`src/rtl/alu_frame_rx.sv`:
```
// -----------------------------------------------------------------------------
// alu_frame_rx
//
// Serial frame receiver for a small ALU command link. The line idles high and
// carries 11-bit words, one bit per clk, MSB first:
//   start(0), type, payload[7:0], stop(1)
// Data words (type 0) shift their payload byte into a 64-bit register {b,a}.
// A command word (type 1) carries {1'b0, op[2:0], crc[3:0]} and closes a
// frame. The frame is accepted only if exactly eight data words preceded it,
// the CRC-4 over {b, a, 1'b1, op} matches, and op is a supported operation.
//
// Ports
//   clk        in   1   rising-edge clock
//   rst        in   1   synchronous active-high reset
//   sin        in   1   serial input, idle high
//   a          out  32  operand A of the last accepted frame
//   b          out  32  operand B of the last accepted frame
//   op         out  3   opcode of the last accepted frame
//   valid      out  1   one-cycle pulse: frame accepted
//   err_data   out  1   one-cycle pulse: data word count was not eight
//   err_crc    out  1   one-cycle pulse: CRC mismatch
//   err_op     out  1   one-cycle pulse: unsupported opcode
//   err_frame  out  1   one-cycle pulse: bad stop bit or malformed command
// -----------------------------------------------------------------------------
module alu_frame_rx (
  input  logic        clk,
  input  logic        rst,
  input  logic        sin,
  output logic [31:0] a,
  output logic [31:0] b,
  output logic [2:0]  op,
  output logic        valid,
  output logic        err_data,
  output logic        err_crc,
  output logic        err_op,
  output logic        err_frame
);

  typedef enum logic [1:0] {
    S_IDLE    = 2'd0,
    S_TYPE    = 2'd1,
    S_PAYLOAD = 2'd2,
    S_STOP    = 2'd3
  } state_t;

  localparam logic [3:0] WCNT_FULL = 4'd8;
  localparam logic [3:0] WCNT_SAT  = 4'd9;

  // CRC-4, polynomial x^4+x+1, initial 0, no final XOR, message MSB first.
  function automatic logic [3:0] crc4(input logic [67:0] msg);
    logic [3:0] c;
    logic       fb;
    c = 4'd0;
    for (int i = 67; i >= 0; i--) begin
      fb = c[3] ^ msg[i];
      c  = {c[2:0], 1'b0} ^ (fb ? 4'b0011 : 4'b0000);
    end
    return c;
  endfunction

  // Supported operations: AND, OR, ADD, SUB.
  function automatic logic op_legal(input logic [2:0] o);
    return (o == 3'b000) || (o == 3'b001) || (o == 3'b100) || (o == 3'b101);
  endfunction

  state_t      state_q, state_d;
  logic [2:0]  bitcnt_q, bitcnt_d;
  logic        type_q, type_d;
  logic [7:0]  pay_q, pay_d;
  logic [63:0] shreg_q, shreg_d;
  logic [3:0]  wcnt_q, wcnt_d;
  logic        need_high_q, need_high_d;
  logic [31:0] a_q, a_d;
  logic [31:0] b_q, b_d;
  logic [2:0]  op_q, op_d;
  logic        valid_q, valid_d;
  logic        err_data_q, err_data_d;
  logic        err_crc_q, err_crc_d;
  logic        err_op_q, err_op_d;
  logic        err_frame_q, err_frame_d;

  logic [3:0]  crc_calc;

  // CRC of the current register contents with the command's opcode; only
  // meaningful while the stop bit of a command word is being sampled.
  assign crc_calc = crc4({shreg_q, 1'b1, pay_q[6:4]});

  // State and datapath registers.
  always_ff @(posedge clk) begin
    if (rst) begin
      state_q     <= S_IDLE;
      bitcnt_q    <= 3'd0;
      type_q      <= 1'b0;
      pay_q       <= 8'd0;
      shreg_q     <= 64'd0;
      wcnt_q      <= 4'd0;
      need_high_q <= 1'b0;
      a_q         <= 32'd0;
      b_q         <= 32'd0;
      op_q        <= 3'd0;
      valid_q     <= 1'b0;
      err_data_q  <= 1'b0;
      err_crc_q   <= 1'b0;
      err_op_q    <= 1'b0;
      err_frame_q <= 1'b0;
    end else begin
      state_q     <= state_d;
      bitcnt_q    <= bitcnt_d;
      type_q      <= type_d;
      pay_q       <= pay_d;
      shreg_q     <= shreg_d;
      wcnt_q      <= wcnt_d;
      need_high_q <= need_high_d;
      a_q         <= a_d;
      b_q         <= b_d;
      op_q        <= op_d;
      valid_q     <= valid_d;
      err_data_q  <= err_data_d;
      err_crc_q   <= err_crc_d;
      err_op_q    <= err_op_d;
      err_frame_q <= err_frame_d;
    end
  end

  // Next-state logic.
  always_comb begin
    state_d = state_q;
    case (state_q)
      // After a framing error the line must be seen high before a new start.
      S_IDLE:    if (!need_high_q && !sin) state_d = S_TYPE;
      S_TYPE:    state_d = S_PAYLOAD;
      S_PAYLOAD: if (bitcnt_q == 3'd7) state_d = S_STOP;
      S_STOP:    state_d = S_IDLE;
      default:   state_d = S_IDLE;
    endcase
  end

  // Datapath and output-pulse logic.
  always_comb begin
    bitcnt_d    = bitcnt_q;
    type_d      = type_q;
    pay_d       = pay_q;
    shreg_d     = shreg_q;
    wcnt_d      = wcnt_q;
    need_high_d = need_high_q;
    a_d         = a_q;
    b_d         = b_q;
    op_d        = op_q;
    valid_d     = 1'b0;
    err_data_d  = 1'b0;
    err_crc_d   = 1'b0;
    err_op_d    = 1'b0;
    err_frame_d = 1'b0;

    case (state_q)
      S_IDLE: begin
        if (sin) need_high_d = 1'b0;
      end

      S_TYPE: begin
        type_d   = sin;
        bitcnt_d = 3'd0;
      end

      S_PAYLOAD: begin
        pay_d    = {pay_q[6:0], sin};
        bitcnt_d = bitcnt_q + 3'd1;
      end

      S_STOP: begin
        bitcnt_d = 3'd0;
        if (!sin) begin
          // Broken stop bit: drop the frame collected so far.
          err_frame_d = 1'b1;
          wcnt_d      = 4'd0;
          need_high_d = 1'b1;
        end else if (!type_q) begin
          // Older bytes fall off the top, so the register keeps the last 8.
          shreg_d = {shreg_q[55:0], pay_q};
          wcnt_d  = (wcnt_q == WCNT_SAT) ? WCNT_SAT : (wcnt_q + 4'd1);
        end else if (pay_q[7]) begin
          err_frame_d = 1'b1;
          wcnt_d      = 4'd0;
        end else begin
          wcnt_d = 4'd0;
          if (wcnt_q != WCNT_FULL) begin
            err_data_d = 1'b1;
          end else if (crc_calc != pay_q[3:0]) begin
            err_crc_d = 1'b1;
          end else if (!op_legal(pay_q[6:4])) begin
            err_op_d = 1'b1;
          end else begin
            valid_d = 1'b1;
            b_d     = shreg_q[63:32];
            a_d     = shreg_q[31:0];
            op_d    = pay_q[6:4];
          end
        end
      end

      default: ;
    endcase
  end

  assign a         = a_q;
  assign b         = b_q;
  assign op        = op_q;
  assign valid     = valid_q;
  assign err_data  = err_data_q;
  assign err_crc   = err_crc_q;
  assign err_op    = err_op_q;
  assign err_frame = err_frame_q;

endmodule

```
`config.mk`:
```
export PLATFORM = sky130hd
export DESIGN_NAME = alu_frame_rx
export DESIGN_NICKNAME = d
export VERILOG_FILES = /design/src/rtl/alu_frame_rx.sv
export SDC_FILE = /design/constraint.sdc
export NUM_CORES = 1
export LEC_CHECK = 0
export CAP_MARGIN = 0
export CELL_PAD_IN_SITES_DETAIL_PLACEMENT = 1
export CELL_PAD_IN_SITES_GLOBAL_PLACEMENT = 1
export CORE_MARGIN = 2
export CORE_UTILIZATION = 35
export CTS_CLUSTER_DIAMETER = 200
export DETAILED_ROUTE_END_ITERATION = 6
export PLACE_DENSITY = 0.74
export SLEW_MARGIN = 15
export SYNTH_ARGS = -nofsm -noshare
export SYNTH_HDL_FRONTEND = slang
export SYNTH_SLANG_ARGS = --single-unit
```
`constraint.sdc`:
```
create_clock -name clk -period 7.1 [get_ports clk]
set_input_delay 1.42 -clock clk [delete_from_list [all_inputs] [get_ports clk]]
set_output_delay 1.42 -clock clk [all_outputs]
set_load 0.01 [all_outputs]
```
==> results.yml <==
outcome:
  status: "finished, final reports clean"
worst_setup_path:
  r2r_slack_ps: 2530
  reg2reg_from: "shreg_q[62]"
  crit_path_start_kind: "flip-flop"
  slowest_delay_ps: 800
  cp_top_family: "XOR/XNOR gates"
  worstPathRequired_ps: 7450
  cp_max_fo: 45
  reg2reg_depth: 9
  cp.arrival_ps: 4920
  cp_num_buf_inv: 1
  crit_slowest_cell: "o22ai_4"
  r2r_end: "a[29]"
  worstPathCellList: "xnor2_1 > xnor3_1 > xnor3_1 > xnor3_1 > xor3_1 > or4_1 > o22ai_4 > buf_12 > mux2i_1"
  crit_type: "flip-flop to flip-flop"
  critPathMostFrequentCell: "xnor3_1"
  end_kind: "flip-flop"
timing:
  rsz0062_at_grt: "no"
  setup_viol: 0
  layout_min_cycle_time_ps: 4570
  fmax_ghz: 0.219
  final.setup.tns_ps: 0
  timing.final.crit_share: 0.643
  slew_viol_final: 0
  relSlewSlack: 0.287
  clock_skew_ps: 10.3
  hold_viol: 0
  tightest_slew_ps: 1070
hold_path:
  hold_path_depth: 2
  min_to: "a[15]"
  hold_start: "a[15]"
  hp-class: "flip-flop to flip-flop"
global_routing:
  met3_usage: 0.0293
  grt_pass1_wl_um: 28700
  antenna_found_initial: 0
  grt_overflow_total: 0
  grt_max_degree: 118
  grt_pass1_vias: 5510
  gr-usage-met1: 0.209
  grtUsageTotal: 0.163
  grt.busiest_layer: "met2"
  met2_usage: 0.276
synthesis:
  ys_warn_count: 0
  syn_inst: 785
  yosysUniqueCellTypes: 34
  synth_seq_cells: 155
  syn_nets: 795
  synth_area_per_cell_sq_um: 9.44
  yosysSeqAreaShare: 0.419
  syn_area_sq_um: 7410
clocking:
  clkLatencyLatePin_ps: 430
  clkSinkCount: 155
  cts_resized: 0
  hold_buffers: 0
  post_cts_buffers: 0
  clkSlewWorstSetupHoldPaths_ps: 60
  cts_tree: "built"
  numCtsBuffers: 17
  clock-root-buffer: "clkbuf_16"
  ctsHtreeMaxLevel: 4
  clk_path_buf_depth: 2
route:
  post-route-drc-count: 0
  postRouteAntennaNets: 0
  num_vias: 5303
  viasPerCell: 4.74
  drt_iter0_markers: 228
  routed_wl_um: 17400
  routedWlPerCell_um: 15.5
  firstDrtPassIters: 4
layout:
  fillCellCount: 2398
  synthToLayoutAreaGrowth_pct: 20.0
  final_area_sq_um: 8890
  antenna-diode-count: 0
  drive_gt1_frac: 0.0450
  fin_nets: 842
floorplan:
  io_pins: 75
  dieHeight_um: 150
  die_w_um: 150
  std_cell_rows: 53
  start_util: 0.355
  die_area_sq_um: 22400
  core_area_sq_um: 20900
place:
  hpwl_um: 11500
  placed_cell_area_sq_um: 8320
  gp_routability_congestion: 0.751
  io_buffer_count: 74
flow_run:
  max-cap-violations: 0
pwr:
  p_per_area_nw_per_um2: 218
  ir_drop_mv: 0.177
  p_leak_nw: 2.95
[final cells by class]
| cell class | count | area (sq um) | share of cell area |
|---|---|---|---|
| multi-input cells | 576 | 4080 | 0.459 |
| flip-flops and latches | 155 | 3100 | 0.349 |
| repair buffers | 78 | 781 | 0.0878 |
| clock buffers | 20 | 447 | 0.0502 |
| well taps | 275 | 344 | 0.0387 |
| clock inverters | 11 | 121 | 0.0137 |
| inverters | 4 | 15.0 | 0.00169 |
[kinds of logic after synthesis]
| group | after synthesis | share of synthesized area |
|---|---|---|
| fa+ha+maj | 7 | 0.0118 |
| compound gates | 85 | 0.0598 |
| buf+inv | 54 | 0.0329 |
| simple gates | 315 | 0.214 |
| flops | 155 | 0.419 |
| mux | 76 | 0.103 |
| xor+xnor | 93 | 0.160 |
[through the flow]
stage | cells | setup WS [ps] | hold slack [ps] | util | power, mW
after floorplan | 785 | 3570 | 443 | - | 1.03
after global placement | 1088 | 2420 | 455 | 0.398 | 1.06
after detailed placement | 1088 | 2350 | 464 | 0.398 | 1.06
after CTS | 1119 | 2470 | 479 | 0.426 | 1.96
after global routing | 1119 | 2300 | 487 | 0.426 | 2.01
final | 1119 | 2530 | 472 | 0.426 | 1.94
[Yosys cell counts, drive strengths merged]
library cell  instances  area share
dfxtp               155        0.42
nand2               135       0.068
nand2b              134        0.11
mux2i                76        0.10
a21oi                73       0.049
xnor2                56       0.067
clkbuf               40       0.020
nor2                 23       0.012
xnor3                23       0.070
xor2                 11       0.013
buf                  10       0.011
ha                    7       0.012
o21ai                 7      0.0047
and3                  4      0.0034
inv                   4      0.0020
nor3                  4      0.0027
nor3b                 3      0.0030
nor4b                 3      0.0035
or3                   3      0.0025
xor3                  3      0.0096
a211oi                1      0.0010
a311oi                1      0.0012
a31oi                 1     0.00084
nand4b                1      0.0012
nor2b                 1     0.00084
nor4                  1     0.00084
o211ai                1      0.0010
o22ai                 1      0.0017
or2                   1     0.00084
or4                   1      0.0010
or4b                  1      0.0014
[metal layers]
metal  part of all wire  up-vias
li1                   -     2655
met1               0.47     2576
met2               0.49       56
met3              0.023       16
met4              0.015        0
met5                  0        -
[cell usage in the layout (no fill, tap or decap), drive strengths merged, types with 4 or more instances in the layout]
cell type and n:
nand2 135, inv 5, mux2i 76, buf 5, a21oi 73, clkdlybuf4s50 73, ha 7, dfxtp 155
xor2 11, xnor2 56, and3 4, o21ai 7, clkbuf 20, nor2 23, nand2b 134, clkinv 6
nor3 4, xnor3 23
[how the worst max path moves through the flow]
stage,start,endpoint,cells past startpoint
finish,shreg_q[62],a[29],9
global route,shreg_q[60],b[22],9
CTS,shreg_q[62],b[22],9
detailed placement,sin,b[22],7
global placement,sin,b[4],7
floorplan,shreg_q[60],a[10],10
[power breakdown]
| part | leakage [nW] | internal (mW) | switching (mW) | total [mW] |
|---|---|---|---|---|
| logic | 1.42 | 0.0555 | 0.0902 | 0.146 |
| registers | 1.25 | 0.883 | 0.0140 | 0.897 |
| clock network | 0.276 | 0.524 | 0.370 | 0.894 |
| total | 2.95 | 1.46 | 0.474 | 1.94 |
[flip-flops by register name, summed over array words and instances, names as in the netlist]
signal / cells
shreg_q: 64
a: 32
b: 32
pay_q: 8
wcnt_q: 4
bitcnt_q: 3
op: 3
state_q: 2
err_crc: 1
err_data: 1
err_frame: 1
err_op: 1
need_high_q: 1
type_q: 1
valid: 1
[worst min-delay path, stage by stage, from the launching register on]
cell	delay [ps]
dfxtp_1	310
nand2b_1	60
mux2i_1	60
Note: power is estimated with default switching activity, not from simulation.
